===== config.mk =====
export PLATFORM = sky130hd
export DESIGN_NAME = phaser_in_tap_ctrl_flat
export DESIGN_NICKNAME = d
export VERILOG_FILES = /design/src/rtl/phaser_in_tap_ctrl_if.sv /design/src/rtl/phaser_in_tap_ctrl.sv /design/src/flat_wrapper.sv
export SDC_FILE = /design/constraint.sdc
export NUM_CORES = 1
export LEC_CHECK = 0
export BUFFER_PORTS_ARGS = -buffer_cell sky130_fd_sc_hd__buf_2
export CAP_MARGIN = 10
export CORE_UTILIZATION = 58
export CTS_CLUSTER_DIAMETER = 120
export DETAILED_ROUTE_END_ITERATION = 6
export PLACE_DENSITY = 0.87
export SLEW_MARGIN = 10
export SYNTH_ARGS = -nofsm -noshare
export SYNTH_HDL_FRONTEND = slang
export SYNTH_SLANG_ARGS = --single-unit

===== constraint.sdc =====
create_clock -name SYSCLK -period 2.15 [get_ports SYSCLK]
set_input_delay 0.43 -clock SYSCLK [delete_from_list [all_inputs] [get_ports SYSCLK]]
set_output_delay 0.43 -clock SYSCLK [all_outputs]
set_load 0.05 [all_outputs]

===== src/rtl/phaser_in_tap_ctrl_if.sv =====
// Command handshake between the memory-calibration logic and the phaser tap sequencer.
// The master issues one command at a time and gets back a completion pulse plus the current fine tap.
interface phaser_in_tap_ctrl_if;
  logic       REQVALID;
  logic       REQREADY;
  logic [1:0] REQOP;
  logic [5:0] REQVAL;
  logic       DONE;
  logic       ERR;
  logic [5:0] CURTAP;

  modport master (
    output REQVALID, REQOP, REQVAL,
    input  REQREADY, DONE, ERR, CURTAP
  );

  modport slave (
    input  REQVALID, REQOP, REQVAL,
    output REQREADY, DONE, ERR, CURTAP
  );
endinterface


===== src/rtl/phaser_in_tap_ctrl.sv =====
// SYSCLK-domain sequencer for the X_PHASER_IN_PHY control pins: paced fine-tap stepping,
// coarse counter load and DQS-find restart, one command at a time with DONE/ERR reporting.
module phaser_in_tap_ctrl #(
  parameter int INIT_TAP      = 0,
  parameter int SETTLE_CYCLES = 8,
  parameter int FIND_TIMEOUT  = 1024
) (
  input  logic                 SYSCLK,
  input  logic                 RST,
  phaser_in_tap_ctrl_if.slave  req,
  input  logic                 PHASELOCKED,
  input  logic                 FINEOVERFLOW,
  input  logic                 DQSFOUND,
  output logic                 FINEENABLE,
  output logic                 FINEINC,
  output logic                 COUNTERLOADEN,
  output logic [5:0]           COUNTERLOADVAL,
  output logic                 RSTDQSFIND
);

  typedef enum logic [2:0] {IDLE, STEP, SETTLE, LOAD, FIND_RST, FIND_WAIT, FIN} state_t;
  typedef enum logic [1:0] {OP_MOVE, OP_LOAD, OP_FIND, OP_RSVD} op_t;

  localparam logic [15:0] SETTLE_LAST = 16'(SETTLE_CYCLES - 1);
  localparam logic [15:0] WAIT_LAST   = 16'(FIND_TIMEOUT - 1);
  localparam logic [5:0]  TAP_RESET   = 6'(INIT_TAP);

  state_t      state;
  op_t         op;
  logic [5:0]  target;
  logic [5:0]  curtap;
  logic [15:0] cnt;
  logic        ready;
  logic        done;
  logic        err;
  logic        accept;

  // NOTE: ready is a registered "sitting in IDLE" flag; the lock qualifier is
  // combinational so a lost lock blocks acceptance in the very same cycle.
  assign req.REQREADY = ready & PHASELOCKED;
  assign accept       = req.REQVALID & ready & PHASELOCKED;
  assign req.DONE     = done;
  assign req.ERR      = err;
  assign req.CURTAP   = curtap;

  // NOTE: all state and outputs use non-blocking assignments so every branch
  // sees the values from before the edge, exactly like the flops they become.
  always_ff @(posedge SYSCLK) begin
    if (RST) begin
      state          <= IDLE;
      op             <= OP_MOVE;
      target         <= '0;
      curtap         <= TAP_RESET;
      cnt            <= '0;
      ready          <= 1'b0;
      done           <= 1'b0;
      err            <= 1'b0;
      FINEENABLE     <= 1'b0;
      FINEINC        <= 1'b0;
      COUNTERLOADEN  <= 1'b0;
      COUNTERLOADVAL <= '0;
      RSTDQSFIND     <= 1'b0;
    end else begin
      done <= 1'b0;
      err  <= 1'b0;
      case (state)
        IDLE: begin
          ready <= 1'b1;
          if (accept) begin
            ready  <= 1'b0;
            op     <= op_t'(req.REQOP);
            target <= req.REQVAL;
            cnt    <= '0;
            case (op_t'(req.REQOP))
              OP_MOVE: begin
                if (req.REQVAL == curtap) begin
                  state <= FIN;
                  done  <= 1'b1;
                end else begin
                  state      <= STEP;
                  FINEENABLE <= 1'b1;
                  FINEINC    <= (req.REQVAL > curtap);
                end
              end
              OP_LOAD: begin
                state          <= LOAD;
                COUNTERLOADEN  <= 1'b1;
                COUNTERLOADVAL <= req.REQVAL;
              end
              OP_FIND: begin
                state      <= FIND_RST;
                RSTDQSFIND <= 1'b1;
              end
              default: begin
                state <= FIN;
                done  <= 1'b1;
                err   <= 1'b1;
              end
            endcase
          end
        end

        // The pulse always finishes and the tap always moves, even if lock was lost.
        STEP: begin
          FINEENABLE <= 1'b0;
          curtap     <= FINEINC ? curtap + 6'd1 : curtap - 6'd1;
          cnt        <= '0;
          if (!PHASELOCKED) begin
            state <= FIN;
            done  <= 1'b1;
            err   <= 1'b1;
          end else begin
            state <= SETTLE;
          end
        end

        LOAD: begin
          COUNTERLOADEN <= 1'b0;
          cnt           <= '0;
          if (!PHASELOCKED) begin
            state <= FIN;
            done  <= 1'b1;
            err   <= 1'b1;
          end else begin
            state <= SETTLE;
          end
        end

        SETTLE: begin
          if (FINEOVERFLOW || !PHASELOCKED) begin
            state <= FIN;
            done  <= 1'b1;
            err   <= 1'b1;
          end else if (cnt == SETTLE_LAST) begin
            if (op == OP_LOAD || curtap == target) begin
              state <= FIN;
              done  <= 1'b1;
            end else begin
              state      <= STEP;
              FINEENABLE <= 1'b1;
            end
          end else begin
            cnt <= cnt + 16'd1;
          end
        end

        FIND_RST: begin
          if (!PHASELOCKED) begin
            RSTDQSFIND <= 1'b0;
            state      <= FIN;
            done       <= 1'b1;
            err        <= 1'b1;
          end else if (cnt == 16'd1) begin
            RSTDQSFIND <= 1'b0;
            cnt        <= '0;
            state      <= FIND_WAIT;
          end else begin
            cnt <= cnt + 16'd1;
          end
        end

        FIND_WAIT: begin
          if (!PHASELOCKED || (!DQSFOUND && cnt == WAIT_LAST)) begin
            state <= FIN;
            done  <= 1'b1;
            err   <= 1'b1;
          end else if (DQSFOUND) begin
            state <= FIN;
            done  <= 1'b1;
          end else begin
            cnt <= cnt + 16'd1;
          end
        end

        FIN: begin
          state <= IDLE;
          ready <= 1'b1;
        end

        default: state <= IDLE;
      endcase
    end
  end

endmodule

===== src/flat_wrapper.sv =====
// flat-port wrapper written by rule: the top's interface ports become plain ports
module phaser_in_tap_ctrl_flat 
#(
  parameter int INIT_TAP      = 0,
  parameter int SETTLE_CYCLES = 8,
  parameter int FIND_TIMEOUT  = 1024
)
  (SYSCLK, RST, PHASELOCKED, FINEOVERFLOW, DQSFOUND, FINEENABLE, FINEINC, COUNTERLOADEN, COUNTERLOADVAL, RSTDQSFIND, req_REQVALID, req_REQOP, req_REQVAL, req_REQREADY, req_DONE, req_ERR, req_CURTAP);
  phaser_in_tap_ctrl_if req_i ();
  input  logic SYSCLK;
  input  logic RST;
  input  logic PHASELOCKED;
  input  logic FINEOVERFLOW;
  input  logic DQSFOUND;
  output logic FINEENABLE;
  output logic FINEINC;
  output logic COUNTERLOADEN;
  output logic [5:0] COUNTERLOADVAL;
  output logic RSTDQSFIND;
  input wire logic [$bits(req_i.REQVALID)-1:0] req_REQVALID;
  input wire logic [$bits(req_i.REQOP)-1:0] req_REQOP;
  input wire logic [$bits(req_i.REQVAL)-1:0] req_REQVAL;
  output wire logic [$bits(req_i.REQREADY)-1:0] req_REQREADY;
  output wire logic [$bits(req_i.DONE)-1:0] req_DONE;
  output wire logic [$bits(req_i.ERR)-1:0] req_ERR;
  output wire logic [$bits(req_i.CURTAP)-1:0] req_CURTAP;
  assign req_i.REQVALID = req_REQVALID;
  assign req_i.REQOP = req_REQOP;
  assign req_i.REQVAL = req_REQVAL;
  assign req_REQREADY = req_i.REQREADY;
  assign req_DONE = req_i.DONE;
  assign req_ERR = req_i.ERR;
  assign req_CURTAP = req_i.CURTAP;
  phaser_in_tap_ctrl #(.INIT_TAP(INIT_TAP), .SETTLE_CYCLES(SETTLE_CYCLES), .FIND_TIMEOUT(FIND_TIMEOUT)) u_core (.SYSCLK(SYSCLK), .RST(RST), .req(req_i), .PHASELOCKED(PHASELOCKED), .FINEOVERFLOW(FINEOVERFLOW), .DQSFOUND(DQSFOUND), .FINEENABLE(FINEENABLE), .FINEINC(FINEINC), .COUNTERLOADEN(COUNTERLOADEN), .COUNTERLOADVAL(COUNTERLOADVAL), .RSTDQSFIND(RSTDQSFIND));
endmodule

# ---- Word level (Yosys, flattened, before mapping)
# Index checks and enable logic that the tools add are counted.
dict set report totals {
  ff_bits 46
  in_bits 14
}
dict set report op_classes {
  n_bitwise 4
  n_reduce_logical 25
  mux 53
  n_eq_ne 29
  n_addsub 3
  n_lt_le_gt_ge 1
}
# cell count
set op_table {}
lappend op_table {{2-to-1 mux 16 bit} 7}
lappend op_table {{one-hot mux 16 bit (5 select lines)} 1}
lappend op_table {{2-to-1 mux 3 bit} 10}
lappend op_table {{2-to-1 mux 1 bit} 25}
lappend op_table {{inequality test 2 bit, second input constant} 10}
lappend op_table {{adder 16 x 1 -> 16 bit, second input constant} 1}
lappend op_table {{equality test 16 x 1 -> 1 bit, second input constant} 1}
lappend op_table {{equality test 16 x 10 -> 1 bit, second input constant} 1}
lappend op_table {{equality test 16 x 3 -> 1 bit, second input constant} 1}
lappend op_table {{one-hot mux 3 bit (5 select lines)} 1}
lappend op_table {{AND reduction 7 bit} 2}
lappend op_table {{equality test 6 bit} 2}
lappend op_table {{AND reduction 4 bit} 3}
lappend op_table {{equality test 3 bit, second input constant} 3}
lappend op_table {{one-hot mux 3 bit (3 select lines)} 1}
lappend op_table {{one-hot mux 1 bit (2 select lines)} 4}
lappend op_table {{one-hot mux 1 bit (4 select lines)} 2}
lappend op_table {{adder 6 x 1 -> 6 bit, second input constant} 1}
lappend op_table {{equality test 3 x 2 -> 1 bit, second input constant} 2}
lappend op_table {{> comparator 6 bit} 1}
lappend op_table {{2-to-1 mux 6 bit} 1}
lappend op_table {{inequality test 3 x 2 -> 1 bit, second input constant} 2}
lappend op_table {{AND reduction 3 bit} 2}
lappend op_table {{nonzero test 2 bit} 3}
lappend op_table {{other kinds (19)} 28}

# ---- Logic depth before layout (Yosys ltp)
dict set report depth {
  ltp_word 6
  depth_mapped 8
  mapped_depth_nobuf 7
}

# ---- Worst setup path after synthesis
# OpenSTA, ideal clock, no wires.
dict set report synth_path {
  kind {register to register}
  start {register u_core.FINEINC}
  end {register u_core.curtap[5], in the netlist u_core.req.CURTAP[5]}
  t_required_ps 2027
  path_slack_ps -121
  n_path_buf 0
  path_stages_with_launch 8
  t_arrival_ps 2148
  setup_time_ps 123
  synth_period_minus_slack_ps 2271
  path_cell_list {dfxtp_1 inv_1 ha_1 a21o_1 a21oi_1 or3_1 nand3_1 mux2_1}
}
dict set report synth_between {
  elab_chain_cells 1
}
# element line
set synth_rtl {}
lappend synth_rtl {{from (decl)} phaser_in_tap_ctrl.sv:15} ;# output logic FINEINC,
lappend synth_rtl {{from (signal assigned)} phaser_in_tap_ctrl.sv:82} ;# FINEINC <= (req.REQVAL > curtap);
lappend synth_rtl {{2-to-1 mux 6 bit} phaser_in_tap_ctrl.sv:106} ;# curtap <= FINEINC ? curtap + 6'd1 : curtap - 6'd1;
lappend synth_rtl {{to (signal assigned)} phaser_in_tap_ctrl.sv:106}
lappend synth_rtl {{to (decl)} phaser_in_tap_ctrl.sv:31} ;# logic [5:0] curtap;
# Every way passes these cells.
# A chain may end at the register's enable or synchronous reset.

# ---- Final worst setup path
dict set report layout_path {
  start {register u_core.cnt[1]}
  end {register u_core.state[1]}
}
dict set report layout_between {
  elab_chain_cells 5
  word_cells_on_any_way 11
  cone_classes {6 x eq/ne; 2 x mux; 3 x reduce/logical}
}
# element line
set layout_rtl {}
lappend layout_rtl {{from (decl)} phaser_in_tap_ctrl.sv:32} ;# logic [15:0] cnt;
lappend layout_rtl {{from (signal assigned)} phaser_in_tap_ctrl.sv:143} ;# cnt <= cnt + 16'd1;
lappend layout_rtl {{from (signal assigned)} phaser_in_tap_ctrl.sv:158} ;# cnt <= cnt + 16'd1;
lappend layout_rtl {{from (signal assigned)} phaser_in_tap_ctrl.sv:171} ;# cnt <= cnt + 16'd1;
lappend layout_rtl {{equality test 16 x 10 -> 1 bit} phaser_in_tap_ctrl.sv:163} ;# if (!PHASELOCKED || (!DQSFOUND && cnt == WAIT_LAST)) begin
lappend layout_rtl {{logical AND 1 bit} phaser_in_tap_ctrl.sv:163}
lappend layout_rtl {{logical OR 1 bit} phaser_in_tap_ctrl.sv:163}
lappend layout_rtl {{2-to-1 mux 3 bit or inequality test 3 x 2 -> 1 bit (tied branches)} --}
lappend layout_rtl {{one-hot mux 3 bit (5 select lines) or AND reduction 4 bit (tied branches)} --}
lappend layout_rtl {{to (signal assigned)} phaser_in_tap_ctrl.sv:77} ;# state <= FIN;
lappend layout_rtl {{to (signal assigned)} phaser_in_tap_ctrl.sv:164} ;# state <= FIN;
lappend layout_rtl {{to (signal assigned)} phaser_in_tap_ctrl.sv:168} ;# state <= FIN;
lappend layout_rtl {{to (decl)} phaser_in_tap_ctrl.sv:28} ;# state_t state;
# Parallel ways exist; a longest one is shown, timed or not.

==> flow_summary.ini <==
[status]
status = finished, final reports clean

[detailed_routing]
antenna_left = 0
routed_wl_um = 6650
route.detailed.drc = 0
first_iter_violations = 263
drt-vias-per-instance = 6.21
vias = 2678
drtPass1Iterations = 4
wire_per_inst_um = 15.4

[floorplanning]
core_area_um2 = 4500
die_area_um2 = 5140
die_y_um = 71.7
io_pins = 33
die_x_um = 71.7
start_util = 0.626
num_rows = 24

[cts]
clk_latency_ns = 0.30
clkTransAtPathRegs_ns = 0.08
cts_made_buffers = 5
htree_num_levels = 2
clockRootBuffer = clkbuf_8
cts_tree = done
cts_hold_buffers = 0
clk_path_buf_depth = 2
cts_sinks = 46

[yosys]
syn_avg_cell_area_um2 = 8.27
synth.distinct_cells = 60
synth-async-reset-ratio = 0
synth_seq_area_share = 0.327
yosys_warnings = 0
ys.flop_type = dfxtp_1
synthesis.nets = 368
synth_edf_count = 0
synth_seq_cells = 46
netlist_area_um2 = 2820
synth_cells = 341

[critical_path]
path_class = reg2reg
cp_slowest_stage_delay_ns = 0.65
required_ns = 2.33
timing.rr.start = u_core.cnt[1]
worstPathArrival_ns = 2.25
rrSetupSlack_ns = 0.09
crit_path_end_kind = flip-flop
worstSetupStartpointType = flip-flop
cpMaxStageDelayCell = or4b_2
cp_max_fo = 4
cp_cell_sequence = inv_1 > ha_1 > nor4b_1 > and4_1 > or4b_2 > nand4b_1 > o32ai_1
crit_start = u_core.cnt[1]

[timing]
drv_slew = 0
tns_ns = 0
post-route-period-util = 0.960
min_period_ns = 2.06
setup_viol = 0
rsz0062_at_grt = no
worst_hold_slack_ns = 0.390
hold_viol_final = 0
slew-limit-headroom = 0.690
worst_pin_slew_ns = 0.461
max_freq_ghz = 0.485
skew_ns = 0.00511

[final_layout]
fin_area_um2 = 3170
final_layout_size_suffix_gt1_frac = 0.190
fillers = 355
syn2layout_area_growth_pct = 12.6
n_antenna_cell = 0
nets = 406

[placement]
dp_hpwl_um = 5020
finalWeightedCongestion = 0.895
port_buffers = 32
placed_area_um2 = 3090

[worst_hold_path]
hp-class = in2reg
hp-start = req_REQVAL[1]

[grt]
grt_pass1_vias = 2600
overflow = 0
antenna_found_initial = 0
grt_usage = 0.286
grt_pass1_wl_um = 11800
grt_max_degree = 30

[flow_run]
cap_viol_max_count = 0

[power]
leakagePower_nw = 1.29
ir_worst_vdd_v = 0.000679
p_per_area_nw_per_um2 = 1100
power_w = 0.00350
[sequential cells by signal, indices dropped and copies added, names as in the netlist]
signal,count
u_core.cnt,16
u_core.FINEINC,1
u_core.ready,1
u_core.req.CURTAP,6
u_core.COUNTERLOADVAL,6
u_core.COUNTERLOADEN,1
u_core.req.ERR,1
u_core.state,3
u_core.RSTDQSFIND,1
u_core.op,2
u_core.target,6
u_core.req.DONE,1
u_core.FINEENABLE,1
[power by group]
group | leakage (nW) | total [W] | internal [W] | switching (W)
combinational | 0.879 | 0.00187 | 0.000744 | 0.00112
clock | 0.0383 | 0.000501 | 0.000224 | 0.000277
sequential | 0.375 | 0.00113 | 0.000981 | 0.000151
[cells in the mapped netlist (2+ instances only)]
cell type,instances,area share
buf_4,3,0.0080
a21o_1,5,0.013
nor3_1,7,0.012
a22oi_1,2,0.0053
nor2_1,28,0.037
nor4_1,2,0.0044
and4_1,6,0.019
a21oi_1,36,0.064
clkbuf_1,8,0.011
or4_1,11,0.029
nor4bb_1,2,0.0071
or2_2,2,0.0044
xnor2_1,12,0.037
nand4_1,6,0.013
nand2_1,31,0.041
nor2b_1,3,0.0067
ha_1,12,0.053
o21ai_0,4,0.0071
mux2i_1,6,0.021
nor3b_2,2,0.0089
o31ai_1,14,0.037
dfxtp_1,46,0.33
inv_1,16,0.021
nand2b_1,5,0.011
nand3b_1,2,0.0053
buf_2,5,0.0089
nand3_1,12,0.021
o211ai_1,3,0.0080
a211oi_1,4,0.011
and3_1,5,0.011
or3_1,5,0.011
buf_6,2,0.0080
and2_1,7,0.016
[kinds of logic (layout without fill, tap and decap cells)]
| family | count (synthesis) | in the layout | share of synthesized area |
|---|---|---|---|
| AOI/OAI and AO/OA | 86 | 86 | 0.210 |
| xor gates and xnor gates | 12 | 12 | 0.0373 |
| adders and majority gates | 13 | 13 | 0.0604 |
| buffers and inverters | 34 | 72 | 0.0568 |
| DFF | 46 | 46 | 0.327 |
| muxes | 7 | 7 | 0.0253 |
| and+or+nand+nor | 143 | 143 | 0.284 |
[layout make-up]
class	count	area, µm²	share of cell area
Timing Repair Buffer	49	300	0.0946
Tap cell	52	65.1	0.0205
Sequential cell	46	928	0.292
Multi-Input combinational cell	261	1740	0.549
Inverter	16	60.1	0.0189
Clock buffer	7	76.3	0.0240
[per-layer routing]
metal  share of wire  global-route usage  vias to the layer above
met1            0.43               0.355                     1240
met2            0.51               0.497                      100
met4           0.012               0.109                        0
met5               0                   0                        -
li1                -                   -                     1329
met3           0.049              0.0478                        9
[per-stage QoR]
stage / cells / util / setup WS (ns)
3_3_place_gp: 424 / 0.686 / 0.138
4_1_cts: 431 / 0.703 / 0.108
3_5_place_dp: 424 / 0.686 / 0.0769
5_1_grt: 431 / 0.705 / 0.00919
6_report: 431 / 0.705 / 0.0861
2_1_floorplan: 341 / - / 0.0422
[cells in the final DEF, fill, tap and decap left out, drive strengths merged, types with 2 or more instances in the layout]
cell type and n:
a211oi 4, a21o 5, a21oi 36, a22oi 2
a2bb2oi 2, and2 7, and3 5, and4 6
buf 49, clkbuf 7, dfxtp 46, ha 12
inv 16, mux2i 6, nand2 31, nand2b 5
nand3 13, nand3b 2, nand4 6, nor2 28
nor2b 3, nor3 7, nor3b 2, nor4 3
nor4bb 2, o211ai 4, o21ai 5, o22ai 2
o31ai 15, or2 2, or3 5, or4 11
xnor2 12
[worst paths after layout]
path / to / cells after the start
setup reg to reg: u_core.state[1] / 7
hold / removal: u_core.target[1] / 3
hold reg to reg: u_core.op[1] / 2
setup / recovery: u_core.state[1] / 7
[worst max-delay path, delay by kind of cell (launching register included)]
| family | cells | cell delay [ns] |
|---|---|---|
| fa+ha+maj | 1 | 0.19 |
| buf+inv | 1 | 0.06 |
| compound gates | 1 | 0.10 |
| flops | 1 | 0.38 |
| simple gates | 4 | 1.21 |
[repair_timing]
action | CTS | global route
hold endpoints to repair | 0 | 0
endpoints found under the setup margin | 0 | 7
gates resized for setup | 0 | 2
buffers inserted | 0 | 0
(Power assumes the default switching activity.)
